<file path="src/rtl/dtc_pkg.sv">
// dtc_pkg: shared lane/width constants, PE latency and fill-state encoding
// for the dot-product PE feeder.
package dtc_pkg;

  localparam int DTC_N_MUL  = 8;
  localparam int DTC_DW_MUL = 32;
  localparam int DTC_DW_ADD = 32;
  localparam int DTC_DW_ACC = 32;

  function automatic int pe_lat(input int n);
    return 1 + $clog2(n);
  endfunction

  localparam int DTC_PE_LAT = pe_lat(DTC_N_MUL);

  typedef enum logic {
    FILL_EMPTY   = 1'b0,
    FILL_PARTIAL = 1'b1
  } fill_e;

endpackage

</file>
<file path="src/rtl/dtc_pe_feeder_if.sv">
// dtc_pe_feeder_if: element-pair stream (valid/ready) into the PE feeder.
// master drives elements, slave (the feeder) returns ready.
interface dtc_pe_feeder_if #(
  parameter int DW = 32
);
  logic          s_valid;
  logic          s_ready;
  logic [DW-1:0] s_a;
  logic [DW-1:0] s_b;
  logic          s_last;

  modport master (
    output s_valid, s_a, s_b, s_last,
    input  s_ready
  );

  modport slave (
    input  s_valid, s_a, s_b, s_last,
    output s_ready
  );
endinterface

</file>
<file path="src/rtl/dtc_tag_pipe.sv">
// dtc_tag_pipe: DEPTH x WIDTH shift register, sync flush, async reset.
// Tracks issued vectors until their PE result appears.
module dtc_tag_pipe #(
  parameter int DEPTH = 4,
  parameter int WIDTH = 2
) (
  input  logic             clk,
  input  logic             rst_n,
  input  logic             flush_i,
  input  logic [WIDTH-1:0] d_i,
  output logic [WIDTH-1:0] q_o
);

  logic [WIDTH-1:0] sr_q [DEPTH];

  always_ff @(posedge clk or negedge rst_n) begin
    if (!rst_n) begin
      for (int i = 0; i < DEPTH; i++)
        sr_q[i] <= '0;
    end else if (flush_i) begin
      for (int i = 0; i < DEPTH; i++)
        sr_q[i] <= '0;
    end else begin
      sr_q[0] <= d_i;
      for (int i = 1; i < DEPTH; i++)
        sr_q[i] <= sr_q[i-1];
    end
  end

  assign q_o = sr_q[DEPTH-1];

endmodule

</file>
<file path="src/rtl/dtc_pe_feeder.sv">
// dtc_pe_feeder: packs element pairs into PE vectors, collects chunk results
// into dot products. Optional perf counters under DTC_FEEDER_PERF_EN.
module dtc_pe_feeder
  import dtc_pkg::*;
#(
  parameter int N_MUL  = DTC_N_MUL,
  parameter int DW_MUL = DTC_DW_MUL,
  parameter int DW_ADD = DTC_DW_ADD,
  parameter int DW_ACC = DTC_DW_ACC,
  parameter int PE_LAT = pe_lat(N_MUL)
) (
  input  logic                    clk,
  input  logic                    rst_n,
  input  logic                    flush,
  dtc_pe_feeder_if.slave          s,
  output logic [DW_MUL*N_MUL-1:0] pe_a,
  output logic [DW_MUL*N_MUL-1:0] pe_b,
  output logic                    pe_vld,
  input  logic [DW_ADD-1:0]       pe_out,
  output logic                    out_vld,
  output logic [DW_ACC-1:0]       out_data
`ifdef DTC_FEEDER_PERF_EN
  ,
  output logic [31:0]             perf_issue_cnt,
  output logic [31:0]             perf_result_cnt
`endif
);

  localparam int IW = (N_MUL > 1) ? $clog2(N_MUL) : 1;
  localparam int PW = DW_MUL * N_MUL;

  fill_e          state_q, state_d;
  logic [IW-1:0]  idx_q, idx_d;
  logic [PW-1:0]  pk_a_q, pk_a_d;
  logic [PW-1:0]  pk_b_q, pk_b_d;
  logic [PW-1:0]  pe_a_q, pe_a_d;
  logic [PW-1:0]  pe_b_q, pe_b_d;
  logic [PW-1:0]  mrg_a, mrg_b;
  logic           vld_q, vld_d;
  logic           last_q, last_d;
  logic [DW_ACC-1:0] acc_q, acc_d;
  logic [DW_ACC-1:0] od_q, od_d;
  logic [DW_ACC-1:0] sum;
  logic           ov_q, ov_d;
  logic           take, lane_end, done;
  logic [1:0]     tap;

  assign s.s_ready = ~flush;
  assign take      = s.s_valid & ~flush;
  assign lane_end  = (idx_q == IW'(N_MUL-1));
  assign done      = take & (lane_end | s.s_last);

  always_comb begin
    mrg_a = pk_a_q;
    mrg_b = pk_b_q;
    mrg_a[DW_MUL*int'(idx_q) +: DW_MUL] = s.s_a;
    mrg_b[DW_MUL*int'(idx_q) +: DW_MUL] = s.s_b;
    idx_d  = idx_q;
    pk_a_d = pk_a_q;
    pk_b_d = pk_b_q;
    pe_a_d = pe_a_q;
    pe_b_d = pe_b_q;
    vld_d  = done;
    last_d = done & s.s_last;
    if (flush) begin
      idx_d  = '0;
      pk_a_d = '0;
      pk_b_d = '0;
    end else if (done) begin
      idx_d  = '0;
      pk_a_d = '0;
      pk_b_d = '0;
      pe_a_d = mrg_a;
      pe_b_d = mrg_b;
    end else if (take) begin
      idx_d  = idx_q + IW'(1);
      pk_a_d = mrg_a;
      pk_b_d = mrg_b;
    end
  end

  always_comb begin
    state_d = state_q;
    unique case (state_q)
      FILL_EMPTY:   if (take && !done) state_d = FILL_PARTIAL;
      FILL_PARTIAL: if (flush || done) state_d = FILL_EMPTY;
    endcase
  end

  // head regs sit alongside pe_vld; the pipe covers the PE's own latency
  dtc_tag_pipe #(
    .DEPTH (PE_LAT),
    .WIDTH (2)
  ) u_tag (
    .clk     (clk),
    .rst_n   (rst_n),
    .flush_i (flush),
    .d_i     ({vld_q, last_q}),
    .q_o     (tap)
  );

  assign sum = acc_q + DW_ACC'(signed'(pe_out));

  always_comb begin
    acc_d = acc_q;
    od_d  = od_q;
    ov_d  = 1'b0;
    unique case (1'b1)
      flush: acc_d = '0;
      (!flush && tap[1] && tap[0]): begin
        od_d  = sum;
        ov_d  = 1'b1;
        acc_d = '0;
      end
      (!flush && tap[1] && !tap[0]): acc_d = sum;
      default: ;
    endcase
  end

  always_ff @(posedge clk or negedge rst_n) begin
    if (!rst_n) begin
      state_q <= FILL_EMPTY;
      idx_q   <= '0;
      pk_a_q  <= '0;
      pk_b_q  <= '0;
      pe_a_q  <= '0;
      pe_b_q  <= '0;
      vld_q   <= 1'b0;
      last_q  <= 1'b0;
      acc_q   <= '0;
      od_q    <= '0;
      ov_q    <= 1'b0;
    end else begin
      state_q <= state_d;
      idx_q   <= idx_d;
      pk_a_q  <= pk_a_d;
      pk_b_q  <= pk_b_d;
      pe_a_q  <= pe_a_d;
      pe_b_q  <= pe_b_d;
      vld_q   <= vld_d;
      last_q  <= last_d;
      acc_q   <= acc_d;
      od_q    <= od_d;
      ov_q    <= ov_d;
    end
  end

  assign pe_a     = pe_a_q;
  assign pe_b     = pe_b_q;
  assign pe_vld   = vld_q;
  assign out_vld  = ov_q;
  assign out_data = od_q;

`ifdef DTC_FEEDER_PERF_EN
  logic [31:0] iss_q, res_q;

  always_ff @(posedge clk or negedge rst_n) begin
    if (!rst_n) begin
      iss_q <= '0;
      res_q <= '0;
    end else begin
      iss_q <= iss_q + {31'd0, vld_q};
      res_q <= res_q + {31'd0, ov_q};
    end
  end

  assign perf_issue_cnt  = iss_q;
  assign perf_result_cnt = res_q;
`endif

endmodule

</file>
<file path="src/flat_wrapper.sv">
// flat-port wrapper written by rule: the top's interface ports become plain ports
module dtc_pe_feeder_flat import dtc_pkg::*;
#(
  parameter int N_MUL  = DTC_N_MUL,
  parameter int DW_MUL = DTC_DW_MUL,
  parameter int DW_ADD = DTC_DW_ADD,
  parameter int DW_ACC = DTC_DW_ACC,
  parameter int PE_LAT = pe_lat(N_MUL)
)
  (clk, rst_n, flush, pe_a, pe_b, pe_vld, pe_out, out_vld, out_data, s_s_valid, s_s_a, s_s_b, s_s_last, s_s_ready);
  dtc_pe_feeder_if #(.DW((DTC_DW_MUL))) s_i ();
  input  logic clk;
  input  logic rst_n;
  input  logic flush;
  output logic [DW_MUL*N_MUL-1:0] pe_a;
  output logic [DW_MUL*N_MUL-1:0] pe_b;
  output logic pe_vld;
  input  logic [DW_ADD-1:0] pe_out;
  output logic out_vld;
  output logic [DW_ACC-1:0] out_data;
  input wire logic [$bits(s_i.s_valid)-1:0] s_s_valid;
  input wire logic [$bits(s_i.s_a)-1:0] s_s_a;
  input wire logic [$bits(s_i.s_b)-1:0] s_s_b;
  input wire logic [$bits(s_i.s_last)-1:0] s_s_last;
  output wire logic [$bits(s_i.s_ready)-1:0] s_s_ready;
  assign s_i.s_valid = s_s_valid;
  assign s_i.s_a = s_s_a;
  assign s_i.s_b = s_s_b;
  assign s_i.s_last = s_s_last;
  assign s_s_ready = s_i.s_ready;
  dtc_pe_feeder #(.N_MUL(N_MUL), .DW_MUL(DW_MUL), .DW_ADD(DW_ADD), .DW_ACC(DW_ACC), .PE_LAT(PE_LAT)) u_core (.clk(clk), .rst_n(rst_n), .flush(flush), .s(s_i), .pe_a(pe_a), .pe_b(pe_b), .pe_vld(pe_vld), .pe_out(pe_out), .out_vld(out_vld), .out_data(out_data));
endmodule
</file>
<file path="config.mk">
export PLATFORM = sky130hd
export DESIGN_NAME = dtc_pe_feeder_flat
export DESIGN_NICKNAME = d
export VERILOG_FILES = /design/src/rtl/dtc_pkg.sv /design/src/rtl/dtc_pe_feeder_if.sv /design/src/rtl/dtc_tag_pipe.sv /design/src/rtl/dtc_pe_feeder.sv /design/src/flat_wrapper.sv
export SDC_FILE = /design/constraint.sdc
export NUM_CORES = 2
export LEC_CHECK = 0
export CAP_MARGIN = 10
export CORE_UTILIZATION = 48
export CTS_CLUSTER_SIZE = 16
export DETAILED_ROUTE_END_ITERATION = 16
export PLACE_DENSITY = 0.81
export SYNTH_ARGS = -nofsm -noshare
export SYNTH_HDL_FRONTEND = slang
export SYNTH_SLANG_ARGS = --single-unit
export TNS_END_PERCENT = 30
</file>
<file path="constraint.sdc">
create_clock -name clk -period 3.7 [get_ports clk]
set_input_delay 0.37 -clock clk [delete_from_list [all_inputs] [get_ports clk]]
set_output_delay 0.37 -clock clk [all_outputs]
set_load 0.02 [all_outputs]
</file>
==> key figures <==
Timing
  – Period minus WS final: 3.27 ns
  – RSZ-0062 raised after global routing: false
  – Final Hold Vio Count: 0
  – Worst Clk Skew: 0.0320 ns
  – F_max: 306 MHz
  – Slew Limit Fails: 0
  – Final setup vio count: 0
  – Post-Route Setup TNS: 0 ns
  – Slew headroom: 19.0%
  – Period utilization: 88.4%
  – Worst Max-Slew Pin Slew: 1.21 ns

Global route
  – Grt met3 use: 6.69%
  – Met2 Usage GRT: 45.6%
  – Overflow after GRT: 0
  – Grt met1 use: 41.7%
  – Global route hottest layer: met2
  – Initial antenna violation count: 11
  – Pin count of the biggest net entering global routing: 200
  – First-pass GRT wire length: 229 mm
  – Vias in the first global route: 37.1k
  – Tot GR Track Use: 30.6%

CTS
  – CTS Buf Count: 113
  – Clock Latency Late Sink: 0.71 ns
  – Max clock buf depth: 3
  – Clock root buffer: clkbuf_16
  – Post-CTS setup repair buffer count: 0
  – Gates resized, CTS repair: 0
  – CTS tree: yes
  – H-tree levels: 3
  – Clock sink count: 1102
  – Clk slew on worst S/H paths: 0.06 ns

Logic synthesis
  – Post-synth EDFFs: 0
  – Synth cell types: 60
  – Seq/Total Area, Yosys: 59.5%
  – Synth warnings: 0
  – Synthesized area per cell: 10.4 sq um
  – Post-synthesis cell count: 4473
  – Net Count, Synth: 4610
  – Dominant synthesized flop cell: dfrtp_1
  – Fraction of registers with async set/reset: 100%
  – Post-synthesis cell area: 46300 sq um
  – Yosys reg bits: 1102

Finish
  – Final instance area: 58100 sq um
  – Final nets: 5050
  – Proportion of layout cells with a drive suffix above 1: 6.35%
  – Filler cells: 7530
  – Most common cell after layout, fill and taps aside: dfrtp_1
  – Area added between synthesis and finish: 25.3%
  – Most frequent cells in the layout: 1101 x dfrtp_1, 851 x nand2_1, 663 x o21ai_0

Floorplanning
  – Die Y: 313 um
  – Core Area: 95300 sq um
  – Die width: 313 um
  – Row cnt: 113
  – Initial cell density of the core: 48.6%
  – Die area: 97800 sq um
  – IO Count: 648

Detailed routing
  – Vias per inst: 5.96
  – Routed len/inst: 24.1 um
  – 1st-iter DRT viols: 4018
  – DR vias: 37.5k
  – Drt pass-1 iters: 6
  – # DRC: 0
  – Routed WL: 151 mm
  – Final antenna-violating net count: 0

Place
  – Placed standard-cell area: 54000 sq um
  – DP Wirelength: 97.4 mm
  – IO Port Bufs: 647
  – Global placement routability congestion: 0.911

Setup path
  – Worst Path Max Fanout: 43
  – Crit end category: flop
  – Critical path's slowest cell: buf_4
  – Most frequent CP cell: ha_1
  – Crit path largest cell delay: 0.63 ns
  – Cells along the critical path: inv_1, ha_1, ha_1, nor3_1, nand3_4, nor2_4, buf_4, a32o_1
  – Worst EP required: 4.33 ns
  – Worst path arrival time: 3.90 ns
  – Crit Path Class: flop to flop
  – Critical Path Source Type: flop

Run status
  – Outcome: finished clean

Run
  – Max Cap Viol: 0

Power and ir drop
  – PwrDens: 460 nW/um^2
  – Worst vdd ir: 0.389 mV
  – Leakage power: 24.8 nW

Min path
  – Worst min path class: input pin to asynchronous set/reset pin
-- critical path, delay by kind of cell, from the launching register on --
family          cells  cell delay, ns
flops               1            0.45
fa+ha+maj           2            0.46
buf+inv             2            0.73
simple gates        3            1.26
compound gates      1            0.28
-- final timing paths --
kind | cells after the start | slack (ns) | from | end
setup / recovery | 8 | 0.43 | u_core.idx_q[0] | u_core.pk_b_q[64]
hold / removal | 2 | 0.26 | rst_n | u_core.pe_a[163]
setup reg to reg | 8 | 0.43 | u_core.idx_q[0] | u_core.pk_b_q[64]
hold reg to reg | 1 | 0.46 | u_core.u_tag.sr_q[6] | u_core.u_tag.sr_q[4]
max in group asynchronous | 3 | 2.27 | rst_n | u_core.pe_b[70]
min in group clk | 2 | 0.40 | s_s_last | u_core.last_q
-- synthesized netlist by cell type, types with 3 or more instances --
library cell	instances	area (sq um)
a32o_1	128	1280
dfrtp_1	1102	27600
inv_1	11	41.3
o21bai_1	4	30.0
buf_1	9	33.8
and3_1	6	37.5
nor3_1	8	40.0
mux2i_1	275	2750
a22o_1	288	2520
ha_1	35	438
nor2_1	272	1020
o21a_1	4	30.0
a31oi_1	6	37.5
buf_6	3	33.8
buf_2	50	250
o31ai_1	5	37.5
a21o_1	9	67.6
nand2_1	858	3220
clkbuf_1	343	1290
and2_1	4	25.0
xor2_1	11	96.3
nand2b_1	6	37.5
a21oi_1	275	1380
a21boi_0	3	22.5
o21ai_1	9	45.0
xnor2_1	15	131
nand3_1	15	75.1
nand4_1	6	37.5
o21ai_0	663	3320
nor2b_1	14	87.6
-- sequential cells by signal, indices dropped and copies added (netlist names) --
| signal | count |
|---|---|
| u_core.last_q | 1 |
| u_core.pe_vld | 1 |
| u_core.out_vld | 1 |
| u_core.u_tag.sr_q | 6 |
| u_core.pk_a_q | 256 |
| u_core.acc_q | 32 |
| u_core.u_tag.q_o | 2 |
| u_core.out_data | 32 |
| u_core.pe_a | 256 |
| u_core.pk_b_q | 256 |
| u_core.pe_b | 256 |
| u_core.idx_q | 3 |
-- stage by stage --
stage	setup WS [ns]	total power, mW	hold WS (ns)	std cells	util [%]
after floorplan	1.14	13.5	0.0744	4473	-
after global placement	0.426	14.7	0.418	6062	56.7
after detailed placement	0.455	14.7	0.422	6062	56.7
after CTS	0.446	26.8	0.271	6274	60.9
after global routing	0.251	27.5	0.296	6278	60.9
final	0.430	26.7	0.265	6280	60.9
-- cells by family after synthesis --
kind of cell,after synthesis,share of synthesized area (%)
AO/OA/AOI/OAI,1413,19.3
XOR/XNOR,26,0.491
adder cells (fa/ha/maj),36,0.988
buffers and inverters,420,3.63
flip-flops,1102,59.5
multiplexers,275,5.94
AND/OR/NAND/NOR,1201,10.1
-- area by class of cell --
cell class	instances	area (sq um)	area share, %
inverters	12	45.0	0.0776
clock inverters	49	697	1.20
clock buffers	162	3300	5.69
flip-flops and latches	1102	27600	47.5
diodes	6	15.0	0.0259
multi-input cells	2951	17300	29.7
well taps	1265	1580	2.73
repair buffers	733	7580	13.1
-- repair_timing --
item,CTS,global route
hold buffers,1,0
endpoints found under the hold margin,42,0
endpoints found under the setup margin,0,0
-- report_power, final --
part | leakage (nW) | internal (mW) | total, mW | switching, mW
Sequential | 15.3 | 12.2 | 12.4 | 0.160
Combinational | 7.50 | 0.679 | 2.16 | 1.48
Clock | 1.97 | 7.15 | 12.2 | 5.03
Total | 24.8 | 20.1 | 26.7 | 6.67
-- per-layer routing --
metal | part of all wire [%] | vias to the layer above
li1 | - | 16500
met1 | 41 | 18700
met2 | 45 | 1811
met3 | 8.7 | 397
met4 | 5.6 | 4
met5 | 0.022 | -
No activity file was read; power rests on OpenSTA's default activity.
